$ cat src/rtl/xvc_pkg.sv
// xvc_pkg
// Shared definitions for the XVC JTAG shift path: the shifter FSM state
// encoding, byte width, default TCK half-period and the largest TMS/TDI
// vector (in bytes) a single shift command may carry. The command parser
// uses XVC_MAX_VECTOR_BYTES to size its buffers.
package xvc_pkg;

    localparam int XVC_BYTE_W                  = 8;
    localparam int XVC_DEFAULT_TCK_HALF_PERIOD = 4;
    localparam int XVC_MAX_VECTOR_BYTES        = 1024;

    typedef enum logic [2:0] {
        IDLE,
        FETCH,
        LOW,
        HIGH,
        EMIT,
        FINISH
    } xvc_state_t;

endpackage

$ cat src/rtl/xvc_tck_gen.sv
// xvc_tck_gen
// Half-period timer for the JTAG clock. While enabled it counts clock cycles
// and strobes phase_end on the last cycle of each TCK half-period, then
// restarts from zero. While disabled it holds its count, so a stalled shifter
// resumes exactly where it paused.
//
// Ports:
//   clock     in   system clock
//   reset     in   asynchronous active-low reset
//   enable    in   count this cycle (shifter is in a LOW or HIGH phase)
//   phase_end out  last cycle of the current half-period (only while enabled)
module xvc_tck_gen #(
    parameter int HALF_PERIOD = 4
) (
    input  logic clock,
    input  logic reset,
    input  logic enable,
    output logic phase_end
);

    localparam int CNT_W = 16;
    localparam logic [CNT_W-1:0] TERMINAL = CNT_W'(HALF_PERIOD - 1);

    logic [CNT_W-1:0] count_reg;

    assign phase_end = enable && (count_reg == TERMINAL);

    always_ff @(posedge clock or negedge reset) begin
        if (!reset) begin
            count_reg <= '0;
        end else if (enable) begin
            count_reg <= phase_end ? '0 : count_reg + CNT_W'(1);
        end
    end

endmodule

$ cat src/rtl/xvc_jtag_shifter.sv
// xvc_jtag_shifter
// Executes one XVC "shift:" command. Accepts num_bits, then pulls paired
// TMS/TDI bytes (LSB first, ascending byte order), drives TCK/TMS/TDI, and
// returns captured TDO bytes (LSB = first captured bit). Exactly
// ceil(num_bits/8) bytes are consumed and emitted. Upstream or downstream
// backpressure parks the engine with TCK low and TMS/TDI held.
//
// Ports:
//   clock, reset                 system clock, asynchronous active-low reset
//   cmd_valid/ready/num_bits     command handshake and TCK cycle count
//   vec_valid/ready/tms/tdi      TMS/TDI byte pair input
//   tdo_valid/ready/data         captured TDO byte output
//   busy                         command in progress
//   done                         one-cycle pulse on command completion
//   jtag_tck/tms/tdi             JTAG pin drivers
//   jtag_tdo                     JTAG TDO input (asynchronous)
module xvc_jtag_shifter
    import xvc_pkg::*;
#(
    parameter int TCK_HALF_PERIOD = XVC_DEFAULT_TCK_HALF_PERIOD,
    parameter int LEN_WIDTH       = 32
) (
    input  logic                  clock,
    input  logic                  reset,
    input  logic                  cmd_valid,
    output logic                  cmd_ready,
    input  logic [LEN_WIDTH-1:0]  cmd_num_bits,
    input  logic                  vec_valid,
    output logic                  vec_ready,
    input  logic [XVC_BYTE_W-1:0] vec_tms,
    input  logic [XVC_BYTE_W-1:0] vec_tdi,
    output logic                  tdo_valid,
    input  logic                  tdo_ready,
    output logic [XVC_BYTE_W-1:0] tdo_data,
    output logic                  busy,
    output logic                  done,
    output logic                  jtag_tck,
    output logic                  jtag_tms,
    output logic                  jtag_tdi,
    input  logic                  jtag_tdo
);

    xvc_state_t state_reg, state_next;

    logic [LEN_WIDTH-1:0]  remaining_reg;
    logic [2:0]            bit_idx_reg;
    logic [XVC_BYTE_W-1:0] tms_sr_reg;
    logic [XVC_BYTE_W-1:0] tdi_sr_reg;
    logic [XVC_BYTE_W-1:0] tdo_sr_reg;
    logic                  tck_reg;
    logic                  busy_reg;
    logic                  done_reg;
    logic                  tdo_meta_reg;
    logic                  tdo_sync_reg;
    logic                  phase_end;
    logic                  last_bit_of_byte;

    xvc_tck_gen #(
        .HALF_PERIOD (TCK_HALF_PERIOD)
    ) u_tck_gen (
        .clock     (clock),
        .reset     (reset),
        .enable    ((state_reg == LOW) || (state_reg == HIGH)),
        .phase_end (phase_end)
    );

    // The byte ends either on the eighth bit or on the final bit of the command.
    assign last_bit_of_byte = (bit_idx_reg == 3'd7) || (remaining_reg == LEN_WIDTH'(1));

    always_comb begin
        state_next = state_reg;
        cmd_ready  = 1'b0;
        vec_ready  = 1'b0;
        tdo_valid  = 1'b0;
        tdo_data   = '0;
        case (state_reg)
            IDLE: begin
                cmd_ready = 1'b1;
                if (cmd_valid) begin
                    state_next = (cmd_num_bits == '0) ? FINISH : FETCH;
                end
            end
            FETCH: begin
                vec_ready = 1'b1;
                if (vec_valid) begin
                    state_next = LOW;
                end
            end
            LOW: begin
                if (phase_end) begin
                    state_next = HIGH;
                end
            end
            HIGH: begin
                if (phase_end) begin
                    state_next = last_bit_of_byte ? EMIT : LOW;
                end
            end
            EMIT: begin
                tdo_valid = 1'b1;
                tdo_data  = tdo_sr_reg;
                if (tdo_ready) begin
                    // remaining was already decremented on the last HIGH phase
                    state_next = (remaining_reg == '0) ? FINISH : FETCH;
                end
            end
            FINISH: begin
                state_next = IDLE;
            end
            default: begin
                state_next = IDLE;
            end
        endcase
    end

    // The two TDO flops are a plain synchronizer: jtag_tdo is asynchronous.
    // TDO is sampled at the end of the HIGH phase, so the two-cycle latency is
    // well inside a half-period of at least three cycles.
    always_ff @(posedge clock or negedge reset) begin
        if (!reset) begin
            tdo_meta_reg <= 1'b0;
            tdo_sync_reg <= 1'b0;
        end else begin
            tdo_meta_reg <= jtag_tdo;
            tdo_sync_reg <= tdo_meta_reg;
        end
    end

    always_ff @(posedge clock or negedge reset) begin
        if (!reset) begin
            state_reg     <= IDLE;
            remaining_reg <= '0;
            bit_idx_reg   <= '0;
            // Bit 0 of the TMS register drives the pin; idle TMS is high.
            tms_sr_reg    <= XVC_BYTE_W'(1);
            tdi_sr_reg    <= '0;
            tdo_sr_reg    <= '0;
            tck_reg       <= 1'b0;
            busy_reg      <= 1'b0;
            done_reg      <= 1'b0;
        end else begin
            state_reg <= state_next;
            done_reg  <= (state_reg == FINISH);
            case (state_reg)
                IDLE: begin
                    if (cmd_valid) begin
                        remaining_reg <= cmd_num_bits;
                        bit_idx_reg   <= '0;
                        tdo_sr_reg    <= '0;
                        busy_reg      <= 1'b1;
                    end
                end
                FETCH: begin
                    if (vec_valid) begin
                        tms_sr_reg <= vec_tms;
                        tdi_sr_reg <= vec_tdi;
                    end
                end
                LOW: begin
                    if (phase_end) begin
                        tck_reg <= 1'b1;
                    end
                end
                HIGH: begin
                    if (phase_end) begin
                        tck_reg                 <= 1'b0;
                        tdo_sr_reg[bit_idx_reg] <= tdo_sync_reg;
                        bit_idx_reg             <= bit_idx_reg + 3'd1;
                        if (remaining_reg != '0) begin
                            remaining_reg <= remaining_reg - LEN_WIDTH'(1);
                        end
                        // Only advance to the next bit when another LOW phase
                        // follows; otherwise the pins keep the last bit during
                        // EMIT/FETCH stalls and after the command ends.
                        if (!last_bit_of_byte) begin
                            tms_sr_reg <= {1'b0, tms_sr_reg[XVC_BYTE_W-1:1]};
                            tdi_sr_reg <= {1'b0, tdi_sr_reg[XVC_BYTE_W-1:1]};
                        end
                    end
                end
                EMIT: begin
                    if (tdo_ready) begin
                        tdo_sr_reg <= '0;
                    end
                end
                FINISH: begin
                    busy_reg <= 1'b0;
                end
                default: begin
                end
            endcase
        end
    end

    assign busy     = busy_reg;
    assign done     = done_reg;
    assign jtag_tck = tck_reg;
    assign jtag_tms = tms_sr_reg[0];
    assign jtag_tdi = tdi_sr_reg[0];

endmodule

$ cat config.mk
export PLATFORM = sky130hd
export DESIGN_NAME = xvc_jtag_shifter
export DESIGN_NICKNAME = d
export VERILOG_FILES = /design/src/rtl/xvc_pkg.sv /design/src/rtl/xvc_tck_gen.sv /design/src/rtl/xvc_jtag_shifter.sv
export SDC_FILE = /design/constraint.sdc
export NUM_CORES = 1
export LEC_CHECK = 0
export ABC_CLOCK_PERIOD_IN_PS = 3930
export BUFFER_PORTS_ARGS = -buffer_cell sky130_fd_sc_hd__buf_2
export CORE_MARGIN = 2
export CORE_UTILIZATION = 45
export CTS_BUF_LIST = sky130_fd_sc_hd__clkbuf_2 sky130_fd_sc_hd__clkbuf_4 sky130_fd_sc_hd__clkbuf_8
export CTS_CLUSTER_DIAMETER = 40
export DETAILED_ROUTE_END_ITERATION = 6
export PLACE_DENSITY = 0.66
export SYNTH_ARGS = -nofsm -noshare
export SYNTH_HDL_FRONTEND = slang
export SYNTH_HIERARCHICAL = 1
export SYNTH_SLANG_ARGS = --single-unit
$ cat constraint.sdc
create_clock -name clock -period 3.93 [get_ports clock]
set_clock_uncertainty 0.05 [all_clocks]
set_input_delay 0.1965 -clock clock [delete_from_list [all_inputs] [get_ports clock]]
set_output_delay 0.1965 -clock clock [all_outputs]
set_load 0.05 [all_outputs]
==> results.ini, run 1 <==
[synth]
synthCells = 535
synth-edff-count = 0
synth-seq-cells = 83
synth_area_per_cell_um2 = 8.541
syn_nets = 594
ys_async_sr_fraction_pct = 100.0
yosysWarningCount = 6
ys_seq_area_share_pct = 45.48
synthFlopType = dfrtp_1
ys_types = 60
netlist_area_um2 = 4569

[detailed_routing]
drt-initial-drc-count = 243
routed_wl_mm = 11.40
ant_nets = 0
wire_per_inst_um = 15.63
vias = 4208
drtPass1Iterations = 5
drc = 0
avgViaCountPerCell = 5.772

[cells_and_area]
largest_reg_flops = 32
design_area_um2 = 5223
utilization_pct = 53.19
syn_to_final_growth_pct = 14.29
nets = 649
final_layout_size_suffix_gt1_share_pct = 17.98

[clocking]
clk_pin_slew_ns = 0.09
cts_buffers = 9
post-cts-setup-buffers = 0
cts-root-buf = clkbuf_8
cts_buffer_depth = 2
cts-resized-gates = 0
cts_hold_buf = 3
htreeDepth = 3
cts_tree = yes
numClockSinks = 83
clk_latency_ns = 0.37

[floorplan]
die_w_um = 104.8
dieArea_um2 = 10980
core_area_um2 = 9819
start_util_pct = 46.53
io_pins = 70
rows = 36
die_h_um = 104.8

[worst_hold_path]
worst_hold_path_type = input port to asynchronous set/reset pin

[power_and_ir_drop]
cellPowerDensity_nw_per_um2 = 687.6
switching_share_pct = 44.57
pwr-share-seq_pct = 42.4
power_frac_comb_pct = 41.4
p_sw_mw = 1.601
pwr-share-clk_pct = 16.2
p_leak_nw = 2.210
internal_power_mw = 1.990
peakVddDrop_v = 0.0002995

[sta]
rsz0062_at_grt = false
fmax_mhz = 321.1
max_slew_margin_pct = 28.88
tns_ns = 0
setup_violations = 0
min_period_over_period_pct = 79.24
fin_hold_ws_ns = -0.04589
maxSlewViolCount = 0
finalHoldViolCount = 43
tightest_slew_ns = 1.067
period_minus_slack_ns = 3.114

[critical_path]
crit_path_cell_trace = inv_1 -> ha_1 -> or4b_2 -> nor4_2 -> a31o_2 -> buf_4 -> a21oi_1 -> a2bb2oi_1
critPathCaptureType = register
crit_arrival_ns = 3.30
cpMaxStageDelayCell = or4b_2
critPathLaunchType = register
critPathMaxFanout = 29
worstPathRequired_ns = 4.11
cp_slowest_stage_delay_ns = 0.63
critPathKind = register to register

[global_routing]
grt_pass1_vias = 3939
grt_max_degree = 84
track_usage_pct = 21.58
grt_pass1_wl_mm = 19.26
antenna_found_initial = 0
grt-ovfl-total = 0

[outcome]
outcome = complete, but fails checks
violations = negative hold slack

[placed_design]
dp_hpwl_mm = 7.999
place_area_um2 = 5009
io_buffers = 69
place_congestion = 0.8834

[job]
cap_viol_max_count = 0

## cells by family (layout without fill, tap and decap cells)
kind of cell | Yosys count | in the layout | synth area share, %
AO/OA/AOI/OAI | 160 | 160 | 21.25
multiplexers | 1 | 1 | 0.3285
buffers and inverters | 51 | 111 | 4.408
adder cells (fa/ha/maj) | 5 | 5 | 1.369
other | 0 | 1 | 0
AND/OR/NAND/NOR | 221 | 221 | 24.48
XOR/XNOR | 14 | 14 | 2.683
flip-flops | 83 | 83 | 45.48
## metal layers
layer / part of all wire [%] / vias up / track usage, %
met5: 0 / - / 0
met4: 1.3 / 0 / 6.286
met3: 4.9 / 13 / 4.492
met2: 48 / 100 / 34.88
met1: 46 / 2028 / 29.35
li1: - / 2067 / -
## worst max-delay path, delay by kind of cell (launching register included)
family	cells	cell delay (ns)
simple gates	2	1.02
compound gates	3	0.81
flops	1	0.43
buf+inv	2	0.39
fa+ha+maj	1	0.28
## area by class of cell
cell class	count	area, µm²
clock buffer	11	145.1
inverter	15	56.30
fill	973	4597
antenna	1	2.502
clock inverter	5	36.28
multi-input combinational	401	2300
tap	133	166.4
sequential	83	2078
timing repair buffer	80	437.9
## synthesized netlist by cell type (all sizes together) (5+ instances only)
cell type	number	share of area [%]
nor2	53	4.4
inv	15	1.2
o21ai	61	6.7
a31oi	22	3.0
clkbuf	30	2.5
a21oi	31	3.4
nand3	14	1.5
xnor2	10	1.9
nand4	8	1.2
ha	5	1.4
dfrtp	82	45
and3	9	1.2
nand2	64	5.3
nor4	27	3.8
o2bb2ai	5	0.96
a22oi	10	1.6
a2bb2oi	5	0.96
nor3	18	2.2
buf	6	0.68
## power by group through the flow
stage / clock network (mW) / logic (mW) / registers [mW]
after global routing: 0.638 / 1.68 / 1.58
after detailed placement: 0 / 1.49 / 1.53
after CTS: 0.597 / 1.49 / 1.51
after floorplan: 0 / 1.18 / 1.45
after global placement: 0 / 1.44 / 1.51
final: 0.581 / 1.49 / 1.52
## final timing paths
| kind | slack [ns] | cells past startpoint | from | endpoint |
|---|---|---|---|---|
| max | 0.82 | 8 | remaining_reg[0] | remaining_reg[29] |
| min | -0.05 | 1 | reset | state_reg[2] |
| max reg2reg | 0.82 | 8 | remaining_reg[0] | remaining_reg[29] |
| min reg2reg | 0.31 | 0 | tdo_meta_reg | tdo_sync_reg |
| max in group asynchronous | 3.19 | 1 | reset | remaining_reg[28] |
| min in group clock | 0.02 | 3 | vec_tms[7] | tms_sr_reg[7] |
## cells in the final DEF, fill, tap and decap left out, types with 9 or more instances in the layout
master and n:
nor3_1 16, inv_1 15, dfrtp_1 82, a31oi_1 22, buf_4 9, a22oi_1 10, and3_1 9, nand2_1 63
nand3_1 14, xnor2_1 10, nor4_1 26, a21oi_1 31, clkbuf_8 10, o21ai_0 58, nor2_1 53, buf_2 68
## metrics by stage
stage / instances / hold slack, ns / setup slack [ns] / power (mW)
floorplan: 535 / -0.1491 / 1.018 / 2.631
detailed placement: 709 / 0.2558 / 0.8435 / 3.019
CTS: 728 / 0.01192 / 0.8209 / 3.605
global route: 728 / 0.01418 / 0.5409 / 3.901
global placement: 709 / 0.2545 / 0.9452 / 2.957
finish: 729 / -0.04589 / 0.8157 / 3.591
(Power assumes the default switching activity.)
==> run 2, diff against run 1 <==
- ABC_CLOCK_PERIOD_IN_PS: 3930 -> 2590
- PLACE_DENSITY: 0.66 -> 0.68
- clock period: 3.93 -> 2.59 ns (I/O delays scaled with it)
==> run 2 against run 1 <==
The run now ends clean. Cell count is 5.9% higher. Sequential power is 49% higher. Sequential share of layout area is 3.3 points lower. Global-route usage is 0.84 points higher. Routed wire length is 3.4% higher. Combinational power is 72% higher. Critical path depth is 2 lower. Largest cell class unchanged.
==> results.ini, run 2 (synthesis results as in run 1) <==
[worst_hold_path]
worst_hold_path_type = input port to register
hold_depth = 3

[detailed_routing]
drtPass1Iterations = 5  ; unchanged
vias = 4360  ; +3.6%
drt-initial-drc-count = 283  ; +16%
avgViaCountPerCell = 5.648  ; -2.2%
routed_wl_mm = 11.79  ; +3.4%
ant_nets = 0  ; unchanged
wire_per_inst_um = 15.27  ; -2.3%
drc = 0  ; unchanged

[clocking]
cts-root-buf = clkbuf_8
cts_buffer_depth = 2  ; unchanged
clk_latency_ns = 0.35  ; -0.02 ns
numClockSinks = 83  ; unchanged
htreeDepth = 3  ; unchanged
clk_pin_slew_ns = 0.09  ; about the same
cts_buffers = 9  ; unchanged
cts_tree = yes

[sta]
min_period_over_period_pct = 96.44  ; +17 points
finalHoldViolCount = 0  ; -100%
fin_ws_ns = 0.09233  ; -0.7234 ns
tns_ns = 0  ; unchanged
max_slew_margin_pct = 50.51  ; +22 points
tightest_slew_ns = 0.7423  ; -0.3245 ns
rsz0062_at_grt = false
setup_violations = 0  ; unchanged
period_minus_slack_ns = 2.498  ; -0.6166 ns
maxSlewViolCount = 0  ; unchanged
fmax_mhz = 400.4  ; +25%

[floorplan]
rows = 36  ; unchanged
io_pins = 70  ; unchanged
core_area_um2 = 9819  ; unchanged
die_w_um = 104.8  ; unchanged
start_util_pct = 46.53  ; unchanged
die_h_um = 104.8  ; unchanged
dieArea_um2 = 10980  ; unchanged

[global_routing]
grt_max_degree = 58  ; -31%
track_usage_pct = 22.42  ; +0.84 points
grt_pass1_vias = 4066  ; +3.2%
antenna_found_initial = 0  ; unchanged
grt_pass1_wl_mm = 20.23  ; +5.1%
grt-ovfl-total = 0  ; unchanged

[power_and_ir_drop]
cellPowerDensity_nw_per_um2 = 1017  ; +48%
power_frac_comb_pct = 44.3  ; +2.9 points
internal_power_mw = 3.308  ; +66%
pwr-share-seq_pct = 39.2  ; -3.2 points
p_sw_mw = 2.478  ; +55%
switching_share_pct = 42.83  ; -1.7 points
p_leak_nw = 2.460  ; +11%
peakVddDrop_v = 0.0004915  ; +64%
pwr-share-clk_pct = 16.5  ; +0.3 points

[cells_and_area]
largest_reg_flops = 32  ; unchanged
final_layout_size_suffix_gt1_share_pct = 21.75  ; +3.8 points
nets = 693  ; +6.8%
final_common_cell = dfrtp_1
fillers = 912  ; -6.3%
utilization_pct = 57.94  ; +4.8 points
n_antenna_cell = 0  ; -1
mostFrequentLayoutCells = dfrtp_1, buf_2, nand2_1
syn_to_final_growth_pct = 24.51

[critical_path]
critPathCaptureType = register
worstPathRequired_ns = 2.78  ; -1.33 ns
critPathMaxFanout = 6  ; -79%
critPathKind = register to register
critPathLaunchType = register
crit_arrival_ns = 2.69  ; -0.61 ns
worst-r2r-cell-count = 6  ; -2

[placed_design]
io_buffers = 69  ; unchanged
place_congestion = 0.8561  ; -3.1%
dp_slack_ns = 0.08999  ; -0.7535 ns
dp_hpwl_mm = 8.312  ; +3.9%

[outcome]
outcome = finished clean

[job]
cap_viol_max_count = 0  ; unchanged

-- run 2: changes by cell type in the layout (fill, tap and decap cells not counted), sizes merged --
cell	previous run	this run
buf	77	104
dlygate4sd3	3	20
bufinv	0	1
clkinvlp	3	2
diode	1	0
-- run 2: per-layer routing --
layer / vias up / share of wire (%) / track usage (%)
li1: 2152 / - / -
met2: 122 / 47 / 35.99
met3: 15 / 4.9 / 4.928
met5: - / 0 / 0
met4: 0 / 0.93 / 4.286
met1: 2071 / 47 / 31.43
-- run 2: through the flow --
stage / cells / cell area [µm²] / total power [mW] / hold slack (ns)
floorplan: 535 / 4601 / 4.017 / -0.2161
finish: 772 / 5689 / 5.786 / 0.01926
global route: 772 / 5689 / 6.301 / 0.01326
CTS: 770 / 5652 / 5.781 / 0.004597
detailed placement: 734 / 5250 / 4.779 / 0.1910
global placement: 734 / 5250 / 4.669 / 0.1887
-- run 2: worst paths after layout --
| check | slack [ns] | start | endpoint |
|---|---|---|---|
| worst max-delay path | 0.09 | remaining_reg[10] | remaining_reg[23] |
| worst min-delay path | 0.02 | cmd_num_bits[23] | remaining_reg[23] |
| worst max register to register | 0.09 | remaining_reg[10] | remaining_reg[23] |
| worst min register to register | 0.31 | tdo_meta_reg | tdo_sync_reg |
| max in group asynchronous | 1.49 | reset | remaining_reg[14] |
| min in group asynchronous | 0.33 | reset | u_tck_gen/count_reg[13] |
-- run 2: layout make-up --
| type | instances | area (µm²) | area share [%] |
|---|---|---|---|
| clock buffer | 11 | 138.9 | 2.441 |
| clock inverter | 5 | 62.56 | 1.100 |
| inverter | 15 | 56.30 | 0.9897 |
| multi-input combinational | 401 | 2338 | 41.10 |
| sequential | 83 | 2078 | 36.53 |
| tap | 133 | 166.4 | 2.925 |
| timing repair buffer | 124 | 848.3 | 14.91 |
-- run 2: power by group through the flow --
stage	sequential [mW]	combinational [mW]	clock, mW
after floorplan	2.20	1.81	0
after global routing	2.34	2.92	1.04
after global placement	2.25	2.42	0
after CTS	2.25	2.54	0.988
final	2.27	2.56	0.955
after detailed placement	2.27	2.51	0
-- run 2: what timing repair did --
item | 4_1_cts | 5_1_grt
hold buffers | 20 | 0
resized for setup | 0 | 6
buffers inserted | 0 | 2
endpoints found under the setup margin | 0 | 13
hold endpoints to repair | 72 | 0
-- run 2: worst max-delay path, cell delays in order, from the launching register on --
cell and delay [ns]:
dfrtp_1 0.43, or3_4 0.42, or4_1 0.46, or4_4 0.54, o311a_1 0.30, a21oi_1 0.11
o21ai_1 0.07
